===== src/rtl/pinaipple_chip_pkg.sv =====
// Shared types for the memristor-array chip sequencer.
//   op_e        : request opcode, encoding equals the chip instruction code
//   seq_state_e : sequencer phase
//   strobe_t    : chip strobe bundle {cbl, cblen, csl, cwl}
//   op_strobes  : strobe pattern driven during PULSE/SAMPLE for a given op
package pinaipple_chip_pkg;

  typedef enum logic [1:0] {
    OP_INFER    = 2'b00,
    OP_READ_REG = 2'b01,
    OP_READ_MEM = 2'b10,
    OP_PROG     = 2'b11
  } op_e;

  typedef enum logic [2:0] {
    StIdle,
    StSetup,
    StPulse,
    StSample,
    StHold,
    StResp
  } seq_state_e;

  typedef struct packed {
    logic cbl;
    logic cblen;
    logic csl;
    logic cwl;
  } strobe_t;

  localparam strobe_t StrobesOff = '0;

  function automatic strobe_t op_strobes(op_e op, logic wdata);
    strobe_t s;
    s = StrobesOff;
    case (op)
      OP_PROG: begin
        s.cbl   = wdata;
        s.cblen = 1'b1;
        s.csl   = 1'b0;
        s.cwl   = 1'b1;
      end
      OP_READ_MEM: begin
        s.cbl   = 1'b0;
        s.cblen = 1'b1;
        s.csl   = 1'b1;
        s.cwl   = 1'b1;
      end
      OP_READ_REG: begin
        s.cbl   = 1'b0;
        s.cblen = 1'b0;
        s.csl   = 1'b1;
        s.cwl   = 1'b0;
      end
      default: begin // OP_INFER
        s.cbl   = 1'b0;
        s.cblen = 1'b0;
        s.csl   = 1'b1;
        s.cwl   = 1'b1;
      end
    endcase
    return s;
  endfunction

endpackage


===== src/rtl/chip_data_sync.sv =====
// Multi-flop synchroniser for the asynchronous chip data return.
// Ports:
//   clk_i   : system clock
//   rst_ni  : asynchronous active-low reset, clears every stage to 0
//   data_i  : asynchronous input bus
//   data_o  : synchronised bus, SYNC_STG cycles behind data_i
module chip_data_sync #(
  parameter int unsigned SYNC_STG = 2,
  parameter int unsigned WIDTH    = 4
) (
  input  logic             clk_i,
  input  logic             rst_ni,
  input  logic [WIDTH-1:0] data_i,
  output logic [WIDTH-1:0] data_o
);

  logic [SYNC_STG-1:0][WIDTH-1:0] stage_q;

  always_ff @(posedge clk_i or negedge rst_ni) begin
    if (!rst_ni) begin
      stage_q <= '0;
    end else begin
      stage_q <= {stage_q[SYNC_STG-2:0], data_i};
    end
  end

  assign data_o = stage_q[SYNC_STG-1];

endmodule


===== src/rtl/chip_array_sequencer.sv =====
// Sequencer between the accelerator request port and the memristor-array chip pins.
// Takes one request at a time, drives instr/addr for SETUP_CYC cycles, asserts the
// op-specific strobes for PULSE_CYC cycles (plus the sample window for read ops),
// holds instr/addr for HOLD_CYC cycles and then pulses rsp_valid_o for one cycle.
// Ports:
//   clk_i, rst_ni                     : clock, asynchronous active-low reset
//   req_valid_i/req_ready_o           : request handshake (ready only in IDLE)
//   req_op_i, req_col_i, req_row_i,
//   req_wdata_i                       : request fields, latched on accept
//   rsp_valid_o, rsp_data_o           : one-cycle response strobe and captured data
//   busy_o                            : high whenever not IDLE
//   chip_clk_o                        : forwarded clk_i
//   cbl_o, cblen_o, csl_o, cwl_o      : chip strobes
//   instr_o, addr_col_o, addr_row_o   : chip instruction and address
//   chip_data_i                       : asynchronous chip data return
// Configuration macro SEQ_MULTI_SAMPLE_EN: sample window widened by two cycles and the
// last three synchronised samples are majority-voted per bit.
module chip_array_sequencer
  import pinaipple_chip_pkg::*;
#(
  parameter int unsigned SETUP_CYC = 4,
  parameter int unsigned PULSE_CYC = 8,
  parameter int unsigned HOLD_CYC  = 2,
  parameter int unsigned SYNC_STG  = 2
) (
  input  logic       clk_i,
  input  logic       rst_ni,
  input  logic       req_valid_i,
  output logic       req_ready_o,
  input  logic [1:0] req_op_i,
  input  logic [4:0] req_col_i,
  input  logic [4:0] req_row_i,
  input  logic       req_wdata_i,
  output logic       rsp_valid_o,
  output logic [3:0] rsp_data_o,
  output logic       busy_o,
  output logic       chip_clk_o,
  output logic       cbl_o,
  output logic       cblen_o,
  output logic       csl_o,
  output logic       cwl_o,
  output logic [1:0] instr_o,
  output logic [4:0] addr_col_o,
  output logic [4:0] addr_row_o,
  input  logic [3:0] chip_data_i
);

`ifdef SEQ_MULTI_SAMPLE_EN
  localparam int unsigned SampleCyc = SYNC_STG + 2;
`else
  localparam int unsigned SampleCyc = SYNC_STG;
`endif

  localparam int unsigned MaxSp  = (SETUP_CYC > PULSE_CYC) ? SETUP_CYC : PULSE_CYC;
  localparam int unsigned MaxHs  = (HOLD_CYC > SampleCyc) ? HOLD_CYC : SampleCyc;
  localparam int unsigned MaxCyc = (MaxSp > MaxHs) ? MaxSp : MaxHs;
  localparam int unsigned CntW   = $clog2(MaxCyc) + 1;

  // Counter load values: each phase runs while the counter walks down to zero.
  localparam logic [CntW-1:0] SetupLd  = CntW'(SETUP_CYC - 1);
  localparam logic [CntW-1:0] PulseLd  = CntW'(PULSE_CYC - 1);
  localparam logic [CntW-1:0] SampleLd = CntW'(SampleCyc - 1);
  localparam logic [CntW-1:0] HoldLd   = CntW'(HOLD_CYC - 1);

  seq_state_e      state_q;
  logic [CntW-1:0] cnt_q;
  op_e             instr_q;
  logic [4:0]      col_q;
  logic [4:0]      row_q;
  logic            wdata_q;
  strobe_t         strobe_q;
  logic            ready_q;
  logic            busy_q;
  logic            rsp_valid_q;
  logic [3:0]      rsp_data_q;
  logic [3:0]      sync_data;
  logic [3:0]      capture;

  chip_data_sync #(
    .SYNC_STG (SYNC_STG),
    .WIDTH    (4)
  ) u_sync (
    .clk_i  (clk_i),
    .rst_ni (rst_ni),
    .data_i (chip_data_i),
    .data_o (sync_data)
  );

`ifdef SEQ_MULTI_SAMPLE_EN
  // Two previous synchronised samples; the current one completes the vote.
  logic [1:0][3:0] hist_q;

  always_comb begin
    capture = (hist_q[1] & hist_q[0]) | (hist_q[1] & sync_data) | (hist_q[0] & sync_data);
  end

  always_ff @(posedge clk_i or negedge rst_ni) begin
    if (!rst_ni) begin
      hist_q <= '0;
    end else if (state_q == StSample) begin
      hist_q <= {hist_q[0], sync_data};
    end
  end
`else
  always_comb begin
    capture = sync_data;
  end
`endif

  always_ff @(posedge clk_i or negedge rst_ni) begin
    if (!rst_ni) begin
      state_q     <= StIdle;
      cnt_q       <= '0;
      instr_q     <= OP_INFER;
      col_q       <= '0;
      row_q       <= '0;
      wdata_q     <= 1'b0;
      strobe_q    <= StrobesOff;
      ready_q     <= 1'b1;
      busy_q      <= 1'b0;
      rsp_valid_q <= 1'b0;
      rsp_data_q  <= '0;
    end else begin
      rsp_valid_q <= 1'b0;
      case (state_q)
        StIdle: begin
          if (req_valid_i) begin
            instr_q    <= op_e'(req_op_i);
            col_q      <= req_col_i;
            row_q      <= req_row_i;
            wdata_q    <= req_wdata_i;
            rsp_data_q <= '0;
            ready_q    <= 1'b0;
            busy_q     <= 1'b1;
            cnt_q      <= SetupLd;
            state_q    <= StSetup;
          end
        end
        StSetup: begin
          if (cnt_q == '0) begin
            strobe_q <= op_strobes(instr_q, wdata_q);
            cnt_q    <= PulseLd;
            state_q  <= StPulse;
          end else begin
            cnt_q <= cnt_q - 1'b1;
          end
        end
        StPulse: begin
          if (cnt_q == '0) begin
            if (instr_q == OP_PROG) begin
              // Programming returns nothing, so skip the sample window.
              strobe_q <= StrobesOff;
              cnt_q    <= HoldLd;
              state_q  <= StHold;
            end else begin
              cnt_q   <= SampleLd;
              state_q <= StSample;
            end
          end else begin
            cnt_q <= cnt_q - 1'b1;
          end
        end
        StSample: begin
          if (cnt_q == '0) begin
            rsp_data_q <= capture;
            strobe_q   <= StrobesOff;
            cnt_q      <= HoldLd;
            state_q    <= StHold;
          end else begin
            cnt_q <= cnt_q - 1'b1;
          end
        end
        StHold: begin
          if (cnt_q == '0) begin
            rsp_valid_q <= 1'b1;
            cnt_q       <= '0;
            state_q     <= StResp;
          end else begin
            cnt_q <= cnt_q - 1'b1;
          end
        end
        StResp: begin
          // Park the chip bus at zero between requests.
          instr_q <= OP_INFER;
          col_q   <= '0;
          row_q   <= '0;
          ready_q <= 1'b1;
          busy_q  <= 1'b0;
          cnt_q   <= '0;
          state_q <= StIdle;
        end
        default: begin
          strobe_q <= StrobesOff;
          ready_q  <= 1'b1;
          busy_q   <= 1'b0;
          cnt_q    <= '0;
          state_q  <= StIdle;
        end
      endcase
    end
  end

  assign chip_clk_o  = clk_i;
  assign req_ready_o = ready_q;
  assign busy_o      = busy_q;
  assign rsp_valid_o = rsp_valid_q;
  assign rsp_data_o  = rsp_data_q;
  assign cbl_o       = strobe_q.cbl;
  assign cblen_o     = strobe_q.cblen;
  assign csl_o       = strobe_q.csl;
  assign cwl_o       = strobe_q.cwl;
  assign instr_o     = instr_q;
  assign addr_col_o  = col_q;
  assign addr_row_o  = row_q;

endmodule


===== config.mk =====
export PLATFORM = sky130hd
export DESIGN_NAME = chip_array_sequencer
export DESIGN_NICKNAME = d
export VERILOG_FILES = /design/src/rtl/pinaipple_chip_pkg.sv /design/src/rtl/chip_data_sync.sv /design/src/rtl/chip_array_sequencer.sv
export SDC_FILE = /design/constraint.sdc
export NUM_CORES = 1
export LEC_CHECK = 0
export BUFFER_PORTS_ARGS = -buffer_cell sky130_fd_sc_hd__buf_2
export CORE_ASPECT_RATIO = 1.25
export CORE_UTILIZATION = 45
export CTS_BUF_LIST = sky130_fd_sc_hd__clkbuf_16
export DETAILED_ROUTE_END_ITERATION = 8
export HOLD_SLACK_MARGIN = 0.15
export PLACE_DENSITY = 0.65
export SLEW_MARGIN = 20
export SYNTH_ARGS = -nofsm -noshare
export SYNTH_HDL_FRONTEND = slang
export SYNTH_HIERARCHICAL = 1
export SYNTH_SLANG_ARGS = --single-unit

===== constraint.sdc =====
create_clock -name clk_i -period 3.5 [get_ports clk_i]
set_input_delay 0.35 -clock clk_i [delete_from_list [all_inputs] [get_ports clk_i]]
set_output_delay 0.35 -clock clk_i [all_outputs]
set_load 0.05 [all_outputs]

### After elaboration in Yosys (flattened, before gate mapping)

Cells that the tools add are included.

| storage, ports and cells | value |
|---|---|
| output and inout bits | 24 |
| input bits | 20 |
| flip-flop bits (word level) | 39 |
| word-level logic and storage cells | 79 |

| cells by class | value |
|---|---|
| bitwise operators | 2 |
| add/sub/neg operators | 1 |
| reduce and logical (&&, ||, !) cells | 13 |
| multiplexer cells | 33 |
| equality and inequality tests | 14 |

Operator list:

| operator | number |
|---|---|
| $mux W4 | 10 |
| $pmux W4 S4 | 2 |
| $pmux W5 S2 | 2 |
| $mux W3 | 6 |
| $pmux W3 S5 | 1 |
| $ne A2 B2 Y1 const B | 6 |
| $pmux W4 S3 | 1 |
| $mux W5 | 2 |
| $reduce_and A5 Y1 | 2 |
| $pmux W4 S2 | 1 |
| $eq A3 B2 Y1 const B | 2 |
| $eq A3 B3 Y1 const B | 2 |
| $reduce_and A2 Y1 | 3 |
| $eq A2 B2 Y1 const B | 2 |
| $logic_not A4 Y1 | 1 |
| $mux W1 | 4 |
| $pmux W1 S2 | 2 |
| $pmux W2 S2 | 1 |
| $reduce_bool A2 Y1 | 2 |
| $reduce_or A4 Y1 | 1 |
| $sub A4 B1 Y4 const B | 1 |
| $eq A3 B1 Y1 const B | 1 |
| $logic_not A3 Y1 | 1 |
| $reduce_and A3 Y1 | 1 |
| other kinds (5) | 6 |

### Longest topological paths before layout

Gate-level depths: netlist of run 1.

| depth | value |
|---|---|
| depth in word-level cells | 4 |
| depth in mapped cells | 6 |
| mapped depth without buffers | 5 |

### By module

Netlist of run 1, hierarchy kept.

Modules (own cells, without submodules):

| module | instances | cells an instance | area each (µm²) |
|---|---|---|---|
| chip_array_sequencer | 1 | 132 | 1501.4 |
| chip_data_sync | 1 | 12 | 230.2 |

==> summary.txt, run 1 <==
Setup path
  • Crit-path most repeated cell: clkbuf_16
  • FF-to-FF End: cwl_o
  • CP Data Required Time: 3150 ps
  • Worst Path Max Fanout: 2
  • Critical path data arrival time: 2200 ps
  • Worst R2R Start: cnt_q[0]
  • Setup Crit Path Kind: clk -> out
  • CP max stage cell: buf_2
  • Worst-path cell chain: clkbuf_16 > clkbuf_16 > buf_2
  • R2R Setup Slk: 1570 ps
  • Type of origin of the critical path: clock port
  • CP peak stage delay: 200 ps
  • CP Capture Type: primary output
  • Worst reg2reg path depth: 5

Worst hold path
  • Hold path endpoint: addr_col_o[2]
  • Hold Path Depth: 2
  • Worst hold path class: in -> reg
  • Min-delay src: req_col_i[2]

Pwr
  • PD cells: 1085 nW/µm²
  • Part of the power in registers: 0.321
  • Sw Ratio: 0.4364
  • Max VDD drop: 713.2 µV
  • Sw Pwr: 1.041 mW
  • Internal Pwr Total: 1.345 mW
  • Pleak: 1.052 nW
  • Clock Power Share: 0.281
  • Combinational power share: 0.398

Global routing
  • Met1 Track Usage GR: 0.2467
  • M3 GR Usage: 0.05054
  • GRT overflow: 0
  • First-pass GRT wire length: 6.023 mm
  • Most Crowded Layer GR: met2
  • Largest net degree at the start of global routing: 40
  • Vias in the first global route: 1298
  • GRT Total Usage: 0.1978
  • Global Route met2 Usage: 0.3140
  • Antenna violations before repair: 0

Floorplanning
  • Starting density of the core: 0.4846
  • Die height: 71.36 µm
  • Die W: 57.49 µm
  • Total core area: 3573 µm²
  • IO Count: 44
  • Die Area: 4102 µm²
  • # rows: 24

Logic synthesis
  • Post-synthesis cell area: 1732 µm²
  • Area contributors post-synth: dfrtp_1 (55%), a22o_1 (8.1%), mux2_2 (3.3%)
  • Top_reg_cell synth: dfrtp_1
  • Synth cell types: 42
  • XOR/XNOR Fraction of Synth Area: 0.005058
  • Ys async rst share: 1.000
  • Compound-Gate Fraction of Synth Area: 0.1915
  • Ys Warns: 6
  • EDFF count, synth: 0
  • Post-synthesis sequential area ratio: 0.5643
  • Post-synth top area share: 0.5491
  • #FFs+latches synth: 39
  • Adder-cell share of the synthesized area: 0.01445
  • Post-synthesis average cell area: 12.03 µm²
  • Syn nets: 166
  • Yosys top cell by area: dfrtp_1
  • Cells after Synth: 144
  • Proportion of synthesized area in mux cells: 0.05564
  • Largest family of logic cells by synthesized area: compound AO/OA/AOI/OAI gates
  • Simple-Gate Fraction of Synth Area: 0.1084

STA
  • Max Slew Vio Count: 0
  • Slew headroom: 0.4457
  • Worst-Margin Slew: 831.4 ps
  • Final Hold Fails: 0
  • Final setup margin: 954.4 ps
  • Setup TNS: 0 ps
  • Worst Skew: 4.561 ps
  • RSZ-0062 raised after global routing: no
  • Final setup vio count: 0
  • Hold slack: 180.0 ps

Drt
  • Post-Route WL: 3.519 mm
  • Vias per cell: 5.590
  • Drt wl/cell: 15.37 µm
  • Antenna viol nets, final: 0
  • DRT iter0 DRCs: 59
  • Total number of vias: 1280
  • Drt drc: 2
  • DR pass1 iterations: 6

Clocking
  • PostCTS Resize Cnt: 0
  • CTS tree: done
  • Clk_lat worst skew: 390 ps
  • Clock transition at path regs: 60 ps

Status
  • Outcome: complete, but fails checks
  • Failing checks: design-rule violations

Cells and area
  • Ant diodes: 0
  • Nets: 211
  • FF/Latch Area: 977.2 µm²
  • Area growth syn-to-layout: 26.95%
  • Fillers: 297
  • Layout cell share with drive strength beyond 1: 0.3526
  • Fin area: 2198 µm²
  • Area of the multi-input gates: 649.4 µm²

Place
  • GPL Wtd Cong: 0.7599
  • Cell Area, Placed: 1924 µm²
  • Worst slack, placed: 1212 ps
  • Port bufs: 43
  • Detailed Place HPWL: 2.381 mm

Flow run
  • Max_cap viols: 0
worst max path at each step:
stage                 endpoint  cells after the start  start  slack (ps)
floorplan           chip_clk_o                      1  clk_i        1230
global placement    chip_clk_o                      1  clk_i        1210
detailed placement  chip_clk_o                      1  clk_i        1210
CTS                 chip_clk_o                      3  clk_i         950
global route        chip_clk_o                      3  clk_i         950
finish              chip_clk_o                      3  clk_i         950
final cells by class:
type | instances | area share
multi-input combinational | 84 | 0.2954
timing repair buffer | 48 | 0.1218
tap | 39 | 0.02220
sequential | 39 | 0.4445
inverter | 7 | 0.01195
clock inverter | 3 | 0.01081
clock buffer | 9 | 0.09334
critical path, delay by kind of cell:
family,cells,cell delay [ps]
buffers and inverters,3,440
cells by family (layout without fill, tap and decap cells):
logic type,after synthesis,after routing
AO/OA/AOI/OAI,43,43
flip-flops,39,39
AND/OR/NAND/NOR,29,29
buffers and inverters,21,67
multiplexers,9,9
adder cells (fa/ha/maj),2,2
XOR/XNOR,1,1
power by group through the flow:
stage	combinational [mW]	sequential (mW)	clock, mW
after CTS	0.955	0.765	0.686
after global placement	0.929	0.759	0.0545
after floorplan	0.426	1.07	0.0616
after global routing	1.02	0.790	0.707
final	0.948	0.767	0.670
after detailed placement	0.951	0.769	0.0545
metal layers:
| metal | wire length (µm) | part of all wire | vias to the layer above |
|---|---|---|---|
| met5 | 0 | 0 | - |
| met4 | 68 | 0.019 | 0 |
| met3 | 150 | 0.043 | 8 |
| met2 | 1670 | 0.47 | 42 |
| met1 | 1629 | 0.46 | 620 |
| li1 | - | - | 610 |
layout by cell type, fill, tap and decap left out, drive strengths merged, types with 3 or more instances in the layout:
cell type / count
mux2i: 4
o21ai: 5
dlygate4sd3: 5
or3b: 3
buf: 44
dfrtp: 38
nand3: 5
mux2: 5
nor3: 3
inv: 8
a21oi: 8
clkbuf: 8
a22o: 16
nor2: 7
cells in the mapped netlist (2+ instances only):
cell       n
a21oi_1    8
mux2i_1    4
nor2_1     7
buf_4      5
inv_1      7
mux2_2     5
dfrtp_1   38
nand3_1    5
buf_2      6
nand2_1    2
clkbuf_1   3
or3_1      2
or3b_2     2
ha_1       2
o21ai_0    4
a22o_1    16
nor3_1     3
stage by stage:
stage	utilization	power (mW)	instances
6_report	0.6152	2.386	229
5_1_grt	0.6152	2.518	229
4_1_cts	0.6152	2.407	229
3_5_place_dp	0.5385	1.775	213
3_3_place_gp	0.5385	1.742	213
2_1_floorplan	-	1.562	144
flip-flops by register name (all words and copies together), names as in the netlist:
name            cells
addr_col_o          5
cwl_o               1
rsp_data_o          4
busy_o              1
cnt_q               4
req_ready_o         1
cbl_o               1
cblen_o             1
state_q             3
rsp_valid_o         1
addr_row_o          5
wdata_q             1
u_sync/data_o       4
instr_o             2
csl_o               1
u_sync/stage_q      4
timing repair:
item,in CTS,in global routing
setup endpoints to repair,0,0
hold buffers,5,0
setup buffers,0,0
endpoints found under the hold margin,42,0
Note: power is estimated with default switching activity, not from simulation.
==> run 2, diff against run 1 <==
Settings changed: PLACE_DENSITY 0.65 to 0.68.
Clock period 3.5 ns to 2.2 ns, I/O delays scaled along.
==> run 2 against run 1 <==
Net effect:
- the flow now finishes without violations
- utilization up 4.4 points
- final cell count increased by 7.4%
- routed wire length is 12% higher
- global-route usage is 2.1 points higher
- setup slack lost 710 ps
- combinational power grew 69%
- sequential share of layout area is 3.0 points lower
- critical endpoint is now csl_o
==> summary.txt, run 2 (synthesis gave the netlist of run 1 again) <==
Status
  • Outcome: completed

Floorplanning
  • # rows: 24
  • Die W: 57.49 µm
  • Starting density of the core: 0.4846
  • Die Area: 4102 µm²
  • Total core area: 3573 µm²
  • Die height: 71.36 µm
  • IO Count: 44

Clocking
  • PostCTS Resize Cnt: 0
  • Clock transition at path regs: 60 ps
  • Clk_lat worst skew: 400 ps
  • Post-CTS setup buffers: 0
  • CTS tree: done

Global routing
  • First-pass GRT wire length: 6.382 mm
  • Antenna violations before repair: 0
  • GRT Total Usage: 0.2186
  • GRT overflow: 0
  • Met1 Track Usage GR: 0.2542
  • M3 GR Usage: 0.06498
  • Largest net degree at the start of global routing: 40
  • Most Crowded Layer GR: met2
  • Vias in the first global route: 1346
  • Global Route met2 Usage: 0.3463

Drt
  • Antenna viol nets, final: 0
  • Drt wl/cell: 15.98 µm
  • Drt drc: 0
  • DR pass1 iterations: 4
  • Total number of vias: 1387
  • Post-Route WL: 3.932 mm
  • DRT iter0 DRCs: 32
  • Vias per cell: 5.638

Setup path
  • Critical path data arrival time: 2240 ps
  • Setup Crit Path Kind: reg -> reg
  • Type of origin of the critical path: flop
  • CP Data Required Time: 2480 ps
  • Worst reg2reg path depth: 5
  • Worst Path Max Fanout: 6
  • CP Capture Type: flop

Pwr
  • Part of the power in registers: 0.307
  • PD cells: 1635 nW/µm²
  • Internal Pwr Total: 2.169 mW
  • Pleak: 1.127 nW
  • Sw Pwr: 1.685 mW
  • Combinational power share: 0.415
  • Sw Ratio: 0.4372
  • Max VDD drop: 1086 µV
  • Clock Power Share: 0.277

STA
  • RSZ-0062 raised after global routing: no
  • Slew headroom: 0.3990
  • Max Fclk: 510.2 MHz
  • Worst-Margin Slew: 895.5 ps
  • Setup TNS: 0 ps
  • Max Slew Vio Count: 0
  • Fin crit period: 1960 ps
  • Worst Skew: 4.873 ps
  • Hold slack: 348.1 ps
  • Final Hold Fails: 0
  • Crit share post-route: 0.8909
  • Final setup vio count: 0

Cells and area
  • Most frequent cells in the layout: buf_2 (43), dfrtp_1 (38), dlygate4sd3_1 (19)
  • Nets: 228
  • Most common cell after layout, fill and taps aside: buf_2
  • Fillers: 272
  • Layout cell share with drive strength beyond 1: 0.3382
  • Ant diodes: 0
  • Area growth syn-to-layout: 36.13%

Worst hold path
  • Worst hold path class: reg -> reg
  • Hold Path Depth: 0

Place
  • Port bufs: 43
  • Detailed Place HPWL: 2.433 mm
  • GPL Wtd Cong: 0.7890

Flow run
  • Max_cap viols: 0
run 2: cell types whose count changed in the layout (fill, tap and decap cells not counted):
cell / change
inv_6: -1
buf_4: +3
o21ai_0: -1
o21ai_1: +1
dlygate4sd3_1: +14
clkinv_2: +1
run 2: metrics by stage:
step | worst slack (ps) | instances | total power [mW] | area [µm²] | utilization
global placement | 331.4 | 216 | 2.791 | 1947 | 0.5448
CTS | 231.4 | 246 | 3.863 | 2357 | 0.6597
floorplan | 399.2 | 144 | 2.485 | 1732 | -
global route | 135.5 | 246 | 4.050 | 2357 | 0.6597
finish | 240.1 | 246 | 3.854 | 2357 | 0.6597
detailed placement | 246.3 | 216 | 2.843 | 1947 | 0.5448
run 2: final timing paths:
kind | startpoint | endpoint | slack [ps]
max in group asynchronous | rst_ni | rsp_data_o[0] | 1210
max | cnt_q[0] | csl_o | 240
max reg2reg | cnt_q[0] | csl_o | 240
min | u_sync/stage_q[2] | u_sync/data_o[2] | 350
min reg2reg | u_sync/stage_q[2] | u_sync/data_o[2] | 350
min in group asynchronous | rst_ni | rsp_valid_o | 460
run 2: routing by layer:
layer	share of wire	wire (µm)
met1	0.40	1575
met2	0.52	2056
met3	0.049	193
met4	0.027	107
met5	0	0
run 2: what timing repair did:
item,CTS,global route
endpoints found under the hold margin,56,0
endpoints found under the setup margin,0,0
hold buffers,19,0
run 2: power groups by stage:
stage / Clock, mW / Combinational [mW] / Sequential [mW]
after floorplan: 0.0980 / 0.678 / 1.71
after global placement: 0.0867 / 1.53 / 1.18
after detailed placement: 0.0867 / 1.57 / 1.18
after CTS: 1.08 / 1.60 / 1.18
after global routing: 1.11 / 1.71 / 1.22
final: 1.07 / 1.60 / 1.19
run 2: worst max-delay path: stages (launching register included):
cell and delay [ps]:
dfrtp_1 410, inv_1 100, ha_1 200, or3b_1 490
a22oi_4 280, mux2_2 360
run 2: final cells by class:
class	instances	area, µm²	area share
well taps	39	48.80	0.02070
inverters	7	26.28	0.01115
clock buffers	9	205.2	0.08705
flip-flops and latches	39	977.2	0.4145
repair buffers	65	430.4	0.1826
clock inverters	3	20.02	0.008493
multi-input cells	84	649.4	0.2755
==> run 3, diff against run 2 <==
Settings changed: PLACE_DENSITY 0.68 to 0.66, SYNTH_HIERARCHICAL 1 to default, TNS_END_PERCENT from default to 100.
Clock period 2.2 ns to 2 ns, I/O delays scaled along.
==> run 3 against run 2 <==
Net effect:
- the run now ends with design-rule violations left
- clock-buffer cell count unchanged
- maximum frequency increased by 1.7%
- global-route usage is 1.2 points higher
- non-clock buffer count up 1
- routed wire length increased by 0.28%
- total power is 21% higher
==> summary.txt, run 3 <==
Status
  • Outcome: complete, but fails checks
  • Failing checks: design-rule violations

Logic synthesis
  • Top_reg_cell synth: dfrtp_1
  • Post-synthesis cell area: 1707 µm²
  • Post-synthesis average cell area: 11.61 µm²
  • Cells after Synth: 147
  • #FFs+latches synth: 39
  • Count leader, synth: dfrtp_1
  • Ys async rst share: 1.000
  • Yosys top cell by area: dfrtp_1
  • EDFF count, synth: 0
  • Ys Warns: 0
  • Synth cell types: 45
  • Post-synthesis sequential area ratio: 0.5726
  • Area contributors post-synth: dfrtp_1 (56%), a22o_1 (7.2%), nand2_1 (2.6%)
  • Syn nets: 169
  • Post-synth top area share: 0.5572
  • Synth top cells by count: dfrtp_1 (38), a22o_1 (14), nand2_1 (12), nor2_1 (7)

Pwr
  • Max VDD drop: 1519 µV
  • Sw Ratio: 0.4179
  • Sw Pwr: 1.946 mW
  • Part of the power in registers: 0.276
  • Clock Power Share: 0.301
  • Internal Pwr Total: 2.711 mW
  • Combinational power share: 0.423
  • PD cells: 1926 nW/µm²
  • Pleak: 1.206 nW

Setup path
  • Setup Crit Path Kind: reg -> reg
  • CP Data Required Time: 2270 ps
  • Critical path data arrival time: 2200 ps
  • FF-to-FF End: rsp_data_o[2]
  • Worst R2R Start: cnt_q[0]
  • R2R Setup Slk: 70 ps
  • Worst reg2reg path depth: 7
  • CP Capture Type: flop
  • Worst Path Max Fanout: 10
  • Type of origin of the critical path: flop
  • CP peak stage delay: 410 ps
  • CP max stage cell: or3b_4
  • Worst-path cell chain: inv_1 > ha_2 > or3b_4 > nor3_4 > buf_12 > nand2_4 > a31o_2

Worst hold path
  • Worst hold path class: in -> reg
  • Min-delay src: req_valid_i
  • Hold path endpoint: req_ready_o
  • Hold Path Depth: 4

Clocking
  • CTS tree: done
  • Clk_lat worst skew: 390 ps
  • Clock transition at path regs: 50 ps

Cells and area
  • Final Core Density: 0.6826
  • Most frequent cells in the layout: buf_2 (43), dfrtp_1 (38), dlygate4sd3_1 (18)
  • Most common cell after layout, fill and taps aside: buf_2
  • Fillers: 266
  • Ant diodes: 0
  • Nets: 237
  • Layout cell share with drive strength beyond 1: 0.3380
  • Area growth syn-to-layout: 41.72%

STA
  • Crit share post-route: 0.9637
  • Max Fclk: 518.8 MHz
  • Worst Skew: 2.954 ps
  • Fin crit period: 1927 ps
  • Hold slack: 208.6 ps
  • Worst-Margin Slew: 838.4 ps
  • Final setup vio count: 0
  • Max Slew Vio Count: 0
  • Final Hold Fails: 0
  • Slew headroom: 0.4411

Drt
  • DRT iter0 DRCs: 50
  • Antenna viol nets, final: 0
  • DR pass1 iterations: 6
  • Total number of vias: 1435
  • Drt drc: 2
  • Vias per cell: 5.627
  • Drt wl/cell: 15.46 µm
  • Post-Route WL: 3.943 mm

Floorplanning
  • IO Count: 44
  • Die Area: 4044 µm²
  • Total core area: 3543 µm²
  • Die height: 70.85 µm
  • Starting density of the core: 0.4816
  • # rows: 24
  • Die W: 57.08 µm

Place
  • GPL Wtd Cong: 0.7413
  • Port bufs: 43
  • Detailed Place HPWL: 2.457 mm

Flow run
  • Max_cap viols: 0

Global routing
  • GRT Total Usage: 0.2304
  • Most Crowded Layer GR: met2
  • First-pass GRT wire length: 6.913 mm
  • Global Route met2 Usage: 0.3752
  • Met1 Track Usage GR: 0.2695
  • Largest net degree at the start of global routing: 40
  • Antenna violations before repair: 0
  • M3 GR Usage: 0.04753
  • GRT overflow: 0
  • Vias in the first global route: 1543
-- run 3: changes by cell type after synthesis, sizes merged, moves of 4 or more --
cell,before,now
a21oi,8,4
a31o,0,5
and3,0,5
buf,11,7
mux2,5,0
nand2,2,13
nand3,5,1
-- run 3: layer usage --
layer	vias to the layer above	routed length, µm
met5	-	0
met3	16	189
li1	665	-
met1	693	1612
met2	61	1987
met4	0	154
-- run 3: worst max-delay path by stage --
stage / slack (ps) / end / cells after the start / startpoint
CTS: 40 / rsp_data_o[2] / 6 / cnt_q[0]
finish: 70 / rsp_data_o[2] / 7 / cnt_q[0]
global placement: 130 / rsp_data_o[0] / 6 / cnt_q[1]
global route: -30 / rsp_data_o[2] / 7 / cnt_q[1]
floorplan: 300 / rsp_data_o[0] / 7 / cnt_q[0]
detailed placement: 40 / rsp_data_o[2] / 6 / cnt_q[0]
-- run 3: final cells by class --
| class | count | area [µm²] | share of cell area |
|---|---|---|---|
| sequential | 39 | 977.2 | 0.4040 |
| multi-input combinational | 95 | 660.6 | 0.2732 |
| timing repair buffer | 66 | 447.9 | 0.1852 |
| clock buffer | 9 | 205.2 | 0.08484 |
| clock inverter | 3 | 63.81 | 0.02638 |
| tap | 39 | 48.80 | 0.02018 |
| inverter | 4 | 15.01 | 0.006208 |
-- run 3: power groups by stage --
stage	sequential, mW	combinational, mW	clock (mW)
after global routing	1.32	2.13	1.46
after floorplan	1.91	0.837	0.108
after global placement	1.28	1.86	0.0954
final	1.28	1.97	1.40
after detailed placement	1.28	1.91	0.0954
after CTS	1.28	1.94	1.43
-- run 3: repair_timing --
| action | CTS | global route |
|---|---|---|
| buffers inserted | 0 | 1 |
| hold buffers | 18 | 0 |
| endpoints found under the hold margin | 55 | 0 |
| setup endpoints to repair | 0 | 8 |
| gates resized for setup | 0 | 1 |
-- run 3: through the flow --
step	power (mW)	area, µm²	setup WS, ps	cells	setup TNS, ps
6_report	4.657	2419	72.57	255	0
5_1_grt	4.913	2419	-27.40	255	-92.30
4_1_cts	4.644	2396	36.30	254	0
3_5_place_dp	3.288	1952	45.00	225	0
3_3_place_gp	3.237	1952	128.3	225	0
2_1_floorplan	2.858	1707	298.6	147	0
-- run 3: cells by family (layout without fill, tap and decap cells) --
group / Yosys count / in the layout / share of synthesized area
adders and majority gates: 2 / 2 / 0.01466
xor gates and xnor gates: 1 / 1 / 0.005133
DFF: 39 / 39 / 0.5726
and+or+nand+nor: 47 / 47 / 0.1584
AOI/OAI and AO/OA: 44 / 44 / 0.2016
muxes: 1 / 1 / 0.005865
buffers and inverters: 13 / 82 / 0.04178
-- run 3: worst max-delay path: cells and delay by family (launching register included) --
family          cells  cell delay, ps
buf+inv             2             270
flops               1             400
simple gates        3             700
compound gates      1             250
fa+ha+maj           1             190
